## src/rtl/common.vh

```
// Shared encodings: bit-order selector and FSM state codes for the SPI shift engine.
`ifndef SPI_COMMON_VH
`define SPI_COMMON_VH

`define SHIFT_DIR_LEFT  1'b0
`define SHIFT_DIR_RIGHT 1'b1

`define SPI_ST_IDLE   2'd0
`define SPI_ST_ACTIVE 2'd1
`define SPI_ST_DONE   2'd2

`endif

```

## src/rtl/spi_shift_engine_pkg.sv

```systemverilog
// Types and helpers shared by the SPI shift engine and its clock generator.
// Pure declarations: no logic, no latency, no flow control.
`include "common.vh"

package spi_shift_engine_pkg;

    typedef enum logic [1:0] {
        ST_IDLE   = `SPI_ST_IDLE,
        ST_ACTIVE = `SPI_ST_ACTIVE,
        ST_DONE   = `SPI_ST_DONE
    } state_t;

    localparam logic SHIFT_LEFT  = `SHIFT_DIR_LEFT;
    localparam logic SHIFT_RIGHT = `SHIFT_DIR_RIGHT;

    // Minimum counter width for the range 0..n-1, never narrower than one bit.
    function automatic int unsigned cnt_width(input int unsigned n);
        return (n > 1) ? $clog2(n) : 1;
    endfunction

endpackage

```

## src/rtl/spi_clk_gen.sv

```systemverilog
// Half-bit timing: DIV-cycle divider and 0..2W-1 half index, strobing the last cycle of each half.
// Combinational strobes off registered counters; counters idle at 0 whenever run is low.
module spi_clk_gen
    import spi_shift_engine_pkg::*;
#(
    parameter int W   = 8,
    parameter int DIV = 4,
    localparam int DW = cnt_width(DIV),
    localparam int HW = cnt_width(2 * W)
) (
    input  logic          clk,
    input  logic          rst,
    input  logic          run,
    output logic [HW-1:0] half,
    output logic          half_end,
    output logic          last_half
);

    localparam logic [DW-1:0] DIV_LAST  = DW'(DIV - 1);
    localparam logic [HW-1:0] HALF_LAST = HW'(2 * W - 1);

    logic [DW-1:0] div_cnt;

    assign half_end  = run && (div_cnt == DIV_LAST);
    assign last_half = (half == HALF_LAST);

    always_ff @(posedge clk or posedge rst) begin
        if (rst) begin
            div_cnt <= '0;
            half    <= '0;
        end else if (!run) begin
            div_cnt <= '0;
            half    <= '0;
        end else if (half_end) begin
            div_cnt <= '0;
            half    <= last_half ? '0 : half + 1'b1;
        end else begin
            div_cnt <= div_cnt + 1'b1;
        end
    end

endmodule

```

## src/rtl/spi_shift_engine.sv

```systemverilog
// SPI master shift engine: one W-bit full-duplex transfer per accept, rx_valid 2*W*DIV+1 cycles later.
// tx side is valid/ready (ready only in IDLE); rx side has no backpressure, rx_data holds until next word.
`include "common.vh"

module spi_shift_engine
    import spi_shift_engine_pkg::*;
#(
    parameter int   W         = 8,
    parameter int   DIV       = 4,
    parameter logic SHIFT_DIR = `SHIFT_DIR_LEFT
) (
    input  logic         clk,
    input  logic         rst,
    input  logic         tx_valid,
    output logic         tx_ready,
    input  logic [W-1:0] tx_data,
    input  logic         cpol,
    input  logic         cpha,
    output logic         sck,
    output logic         mosi,
    input  logic         miso,
    output logic         rx_valid,
    output logic [W-1:0] rx_data,
    output logic         busy
);

    localparam int HW = cnt_width(2 * W);

    state_t        state, state_nxt;
    logic          cpol_r, cpha_r;
    logic [W-1:0]  tx_sr, rx_sr;
    logic [HW-1:0] half;
    logic          half_end, last_half;
    logic          run, accept, finish;

    assign run    = (state == ST_ACTIVE);
    assign accept = (state == ST_IDLE) && tx_valid;
    assign finish = half_end && last_half;

    spi_clk_gen #(.W(W), .DIV(DIV)) u_clk_gen (
        .clk       (clk),
        .rst       (rst),
        .run       (run),
        .half      (half),
        .half_end  (half_end),
        .last_half (last_half)
    );

    always_ff @(posedge clk or posedge rst) begin
        if (rst) state <= ST_IDLE;
        else     state <= state_nxt;
    end

    always_comb begin
        state_nxt = state;
        tx_ready  = 1'b0;
        busy      = 1'b0;
        rx_valid  = 1'b0;
        case (state)
            ST_IDLE: begin
                tx_ready = 1'b1;
                if (tx_valid) state_nxt = ST_ACTIVE;
            end
            ST_ACTIVE: begin
                busy = 1'b1;
                if (finish) state_nxt = ST_DONE;
            end
            ST_DONE: begin
                rx_valid  = 1'b1;
                state_nxt = ST_IDLE;
            end
            default: state_nxt = ST_IDLE;
        endcase
    end

    // Odd halves end a bit: advance tx, except after the final bit.
    // Even halves end at the sampling edge: capture miso.
    always_ff @(posedge clk or posedge rst) begin
        if (rst) begin
            cpol_r  <= 1'b0;
            cpha_r  <= 1'b0;
            tx_sr   <= '0;
            rx_sr   <= '0;
            rx_data <= '0;
        end else begin
            if (state == ST_IDLE) cpol_r <= cpol;
            if (accept) begin
                cpha_r <= cpha;
                tx_sr  <= tx_data;
            end else if (half_end && half[0] && !last_half) begin
                tx_sr <= (SHIFT_DIR == SHIFT_LEFT) ? {tx_sr[W-2:0], 1'b0} : {1'b0, tx_sr[W-1:1]};
            end
            if (half_end && !half[0])
                rx_sr <= (SHIFT_DIR == SHIFT_LEFT) ? {rx_sr[W-2:0], miso} : {miso, rx_sr[W-1:1]};
            if (run && finish) rx_data <= rx_sr;
        end
    end

    assign sck  = run ? (cpol_r ^ cpha_r ^ half[0]) : cpol_r;
    assign mosi = run ? ((SHIFT_DIR == SHIFT_LEFT) ? tx_sr[W-1] : tx_sr[0]) : 1'b0;

endmodule

```

## config.mk

```make
export PLATFORM = sky130hd
export DESIGN_NAME = spi_shift_engine
export DESIGN_NICKNAME = d
export VERILOG_FILES = /design/src/rtl/spi_shift_engine_pkg.sv /design/src/rtl/spi_clk_gen.sv /design/src/rtl/spi_shift_engine.sv
export VERILOG_INCLUDE_DIRS = /design/src /design/src/rtl
export SDC_FILE = /design/constraint.sdc
export NUM_CORES = 1
export LEC_CHECK = 0
export BUFFER_PORTS_ARGS = -buffer_cell sky130_fd_sc_hd__buf_2
export CORE_MARGIN = 2
export CORE_UTILIZATION = 36
export DETAILED_ROUTE_END_ITERATION = 10
export GPL_ROUTABILITY_DRIVEN = 0
export PLACE_DENSITY = 0.57
export SLEW_MARGIN = 20
export SYNTH_ARGS = -nofsm -noshare
export SYNTH_HDL_FRONTEND = slang
export SYNTH_SLANG_ARGS = --single-unit
```

## constraint.sdc

```tcl
create_clock -name clk -period 1.7 [get_ports clk]
set_input_delay 0.17 -clock clk [delete_from_list [all_inputs] [get_ports clk]]
set_output_delay 0.17 -clock clk [all_outputs]
set_load 0.005 [all_outputs]
```

# After elaboration in Yosys (flattened, before gate mapping)
# Cells that the tools add are included.
dict set report word_totals {
  elab_cells 46
  register_bits 34
  output_inout_bits 13
  inputBits 14
}
dict set report classes {
  n_eq_ne 7
  bitwise 2
  n_reduce_logical 12
  mux 15
  n_addsub 2
}
# operator count
set op_table {}
lappend op_table {{8-bit 2-to-1 mux} 2}
lappend op_table {{4-bit 2-to-1 mux} 3}
lappend op_table {{2-bit 2-to-1 mux} 4}
lappend op_table {{1-bit logical AND} 7}
lappend op_table {{1-bit 2-to-1 mux} 5}
lappend op_table {{4-bit by 1-bit adder with 4-bit output, second input constant} 1}
lappend op_table {{2-bit == test, second input constant} 2}
lappend op_table {{4-bit == test, second input constant} 1}
lappend op_table {{2-bit inequality test, second input constant} 2}
lappend op_table {{2-bit one-hot mux with 2 select lines} 1}
lappend op_table {{2-bit by 1-bit adder with 2-bit output, second input constant} 1}
lappend op_table {{2-bit by 1-bit == test with 1-bit output, second input constant} 1}
lappend op_table {{1-bit zero test} 2}
lappend op_table {{2-bit zero test} 1}
lappend op_table {{2-bit by 1-bit inequality test with 1-bit output, second input constant} 1}
lappend op_table {{2-bit AND reduction} 1}
lappend op_table {{2-bit nonzero test} 1}
lappend op_table {{1-bit XOR} 2}

# Depth between registers and ports, before layout
dict set report logic_depth {
  ltp_word 6
  mapped_depth 6
  depth_no_buf 4
}

# Hierarchy
# Synthesis repeated with hierarchy kept, for this count alone.
dict set report hier_totals {
  cells_unflattened 119
  area_unflattened_um2 1480.2
}
# module cells_per_inst n_inst seq_area_each_um2 area_each_um2
set modules_own_cells {}
lappend modules_own_cells {spi_shift_engine 90 1 700.7 1182.4}
lappend modules_own_cells {spi_clk_gen 29 1 150.1 297.8}

# Worst setup path before layout
# OpenSTA, ideal clock, no wires.
dict set report synth_path {
  path_type {flip-flop to flip-flop}
  start {reg u_clk_gen.half[0]}
  end {reg rx_data[0]}
  period_less_slack_ns 1.540
  n_path_buf 0
  setup_time_ns 0.125
  slack_ns 0.160
  stages_incl_launch_ff 5
  t_required_ns 1.575
  arrival_ns 1.415
  cell_sequence {dfrtp_1 > ha_1 > nand2_1 > nor3_4 > mux2_2}
}
dict set report synth_between {
  elab_chain_cells 3
}
# item line_no
set synth_lines {}
lappend synth_lines {{from (decl)} spi_clk_gen.sv:14} ;# output logic [HW-1:0] half,
lappend synth_lines {{from (signal assigned)} spi_clk_gen.sv:36} ;# half <= last_half ? '0 : half + 1'b1;
lappend synth_lines {{4-bit == test} spi_clk_gen.sv:25} ;# assign last_half = (half == HALF_LAST);
lappend synth_lines {{1-bit logical AND} spi_shift_engine.sv:38} ;# assign finish = half_end && last_half;
lappend synth_lines {{1-bit logical AND} spi_shift_engine.sv:95} ;# if (run && finish) rx_data <= rx_sr;
lappend synth_lines {{to (signal assigned)} spi_shift_engine.sv:95}
lappend synth_lines {{to (decl)} spi_shift_engine.sv:23} ;# output logic [W-1:0] rx_data,
# No other way between the ends.
# A chain may end at the register's enable or synchronous reset.

# Final worst setup path
dict set report layout_path {
  start {reg u_clk_gen.div_cnt[0]}
  end {reg rx_data[1]}
}
dict set report layout_between {
  elab_chain_cells 4
}
# item line_no
set layout_lines {}
lappend layout_lines {{from (decl)} spi_clk_gen.sv:22} ;# logic [DW-1:0] div_cnt;
lappend layout_lines {{from (signal assigned)} spi_clk_gen.sv:38} ;# div_cnt <= div_cnt + 1'b1;
lappend layout_lines {{2-bit == test} spi_clk_gen.sv:24} ;# assign half_end = run && (div_cnt == DIV_LAST);
lappend layout_lines {{1-bit logical AND} spi_clk_gen.sv:24}
lappend layout_lines {{1-bit logical AND} spi_shift_engine.sv:38}
lappend layout_lines {{1-bit logical AND} spi_shift_engine.sv:95}
# No other way between the ends.

==> qor.txt <==
Status = finished clean
Net count after synthesis = 140
Vias = 1041
Number of fill cells = 381
CP Launch Type = flip-flop
Core box area = 3970 sq um
Lkg Pwr = 0.877 nW
Drt total wl = 2700 um
GRT Total Usage = 13.4%
Setup TNS = 0 ps
Flop pwr share = 55.6%
Fin crit share = 93.8%
Max rail drop VDD = 0.327 mV
Antenna violations before repair = 0
Clock skew = 9.96 ps
Drt pass-1 iters = 4
Number of global-route vias before repair = 987
Die Y = 68.0 um
Die area = 4620 sq um
Switching pwr = 0.315 mW
I/O pin count = 27
Dpl hpwl = 1970 um
Rel. slew slack = 71.3%
Crit path time final = 1590 ps
CTS H-Tree Depth = 2
Synth unique cells = 24
Starting Density = 37.1%
Multi-input gate area in the final layout = 598 sq um
PD cells = 808 nW/um^2
Worst hold path class = primary input to flip-flop
CTS Root Cell = clkbuf_8
First-pass GRT wire length = 4460 um
Worst-skew pair later-pin latency = 280 ps
FMAX = 0.627 GHz
Worst r2r path cells = 5
Post-synth design cell area = 1470 sq um
Comb pwr share = 3.1%
RSZ-0062 raised after global routing = no
IO Port Bufs = 26
NumNets Final = 180
Post-Syn Area per Cell = 11.9 sq um
Sequential area share after synthesis = 57.7%
Final worst slack = 106 ps
Total gr overflow = 0
DRC = 0
Crit path capture type = flip-flop
Final slew viol count = 0
Hold Vio Cnt, Final = 0
DP Worst Slack = 115 ps
CP required = 1860 ps
Actual slew at the worst max-slew pin = 431 ps
WS Path Type = flip-flop to flip-flop
TritonCTS clock tree = built
Number of DRC markers in iteration 0 = 50
Vias per Instance = 4.84
CTS Sinks = 34
Sw Share = 21.3%
Register area = 852 sq um
Clock Power Share = 41.2%
Hold depth = 3
Avg WL per Cell = 12.6 um
Clock transition at path regs = 70 ps
Setup-failing EPs final = 0
Remaining antenna violation count after routing = 0
CP Max Fanout = 10
Int Pwr = 1.17 mW
Largest net degree at the start of global routing = 35
Row cnt = 23
Non-Filler Instances = 215
Clock Tree Buf Depth = 2
CP arrival = 1760 ps
Cells after synthesis = 124
Cells after DPL = 205
DIE WIDTH = 68.0 um
TritonCTS Buffers = 5
Max Cap Viol = 0
Ys Warns = 0
Layout cells sized above 1 = 40.6%
Yosys reg bits = 34
P&R area growth vs syn = 24.4%
Number of antenna diodes = 0
==> metrics by stage <==
| step | total power [mW] | util, % | hold slack, ps | area, sq um |
|---|---|---|---|---|
| after floorplan | 0.862 | - | 275 | 1470 |
| after global placement | 0.885 | 43.0 | 275 | 1710 |
| after detailed placement | 0.887 | 43.0 | 290 | 1710 |
| after CTS | 1.51 | 45.8 | 75.1 | 1820 |
| after global routing | 1.57 | 46.2 | 90.9 | 1830 |
| final | 1.48 | 46.2 | 84.1 | 1830 |
==> state kept, by name, indices dropped and copies added, names as in the netlist <==
| name | count |
|---|---|
| u_clk_gen.half | 4 |
| state | 2 |
| rx_sr | 8 |
| tx_sr | 8 |
| rx_data | 8 |
| cpha_r | 1 |
| cpol_r | 1 |
| u_clk_gen.div_cnt | 2 |
==> cell usage in the layout (no fill, tap or decap), types with 2 or more instances in the layout <==
master    Yosys  routed
dfrtp_1      34      33
buf_4         0      10
nand2_1      24      24
o211ai_1      7       7
and2_1        3       3
nor2_1        3       3
xor2_1        3       3
ha_1          2       2
clkbuf_8      0       6
mux2_2       17      17
nor3b_1       2       2
nand3_1      10      10
buf_2         0      26
o21ai_0       4       4
==> per-layer routing <==
layer	vias up	GRT usage [%]	wire length [um]
met5	-	0	0
met1	504	16.6	1240
met3	4	3.78	162
li1	505	-	-
met2	28	21.4	1280
met4	0	6.75	21
==> cells by family after synthesis <==
family	synth area share (%)
simple gates	17.4
flops	57.7
mux	13.7
compound gates	4.92
buf+inv	2.21
xor+xnor	2.38
fa+ha+maj	1.70
==> layout make-up <==
class / instances / area share [%]
well taps: 50 / 3.41
flip-flops and latches: 34 / 46.5
inverters: 2 / 0.546
multi-input cells: 84 / 32.6
clock inverters: 2 / 0.683
repair buffers: 37 / 11.7
clock buffers: 6 / 4.51
==> worst max-delay path, stage by stage (launching register included) <==
cell,delay (ps)
dfrtp_1,360
ha_1,290
nand2_1,160
nor3_4,130
buf_4,200
mux2_2,340
==> cells in the mapped netlist <==
library cell / number / area, sq um
nand2b_1: 1 / 6.26
xnor2_1: 1 / 8.76
nor2_1: 3 / 11.3
nand3_1: 10 / 50.1
inv_1: 2 / 7.51
nand2_1: 24 / 90.1
nor3b_4: 1 / 18.8
mux2_2: 17 / 191
clkbuf_1: 1 / 3.75
mux2i_1: 1 / 10.0
clkbuf_2: 2 / 10.0
nor2b_1: 1 / 6.26
nor3_1: 1 / 5.00
buf_6: 1 / 11.3
nor3b_1: 2 / 15.0
o211ai_1: 7 / 52.6
nor3_4: 1 / 16.3
xor2_1: 3 / 26.3
or3b_2: 1 / 8.76
and4b_1: 1 / 10.0
dfrtp_1: 34 / 851
and2_1: 3 / 18.8
ha_1: 2 / 25.0
o21ai_0: 4 / 20.0
==> worst paths after layout <==
kind                                                        to  slack (ps)                           start
worst max-delay path                    rx_data[1]$_DFFE_PP0P_         110  u_clk_gen.div_cnt[0]$_DFF_PP0_
worst min-delay path                        cpha_r$_DFFE_PP0P_          80                            cpha
worst max register to register          rx_data[1]$_DFFE_PP0P_         110  u_clk_gen.div_cnt[0]$_DFF_PP0_
worst min register to register  u_clk_gen.div_cnt[0]$_DFF_PP0_         450  u_clk_gen.div_cnt[0]$_DFF_PP0_
max in group asynchronous                 state[0]$_DFFE_PP0P_         860                             rst
min in group asynchronous                 rx_sr[3]$_DFFE_PP0P_         520                             rst
==> timing repair <==
item / in CTS / in global routing
resized for setup: 3 / 2
endpoints found under the hold margin: 34 / 0
setup buffers: 0 / 1
setup endpoints to repair: 2 / 1
hold buffers: 1 / 0
pin swaps: 0 / 1
==> power groups by stage <==
stage	Combinational, mW	Sequential, mW	Clock, mW
final	0.0465	0.825	0.611
after global routing	0.0536	0.826	0.689
after CTS	0.0483	0.825	0.632
after detailed placement	0.0465	0.840	0
after global placement	0.0449	0.840	0
after floorplan	0.0238	0.838	0
(Power assumes the default switching activity.)
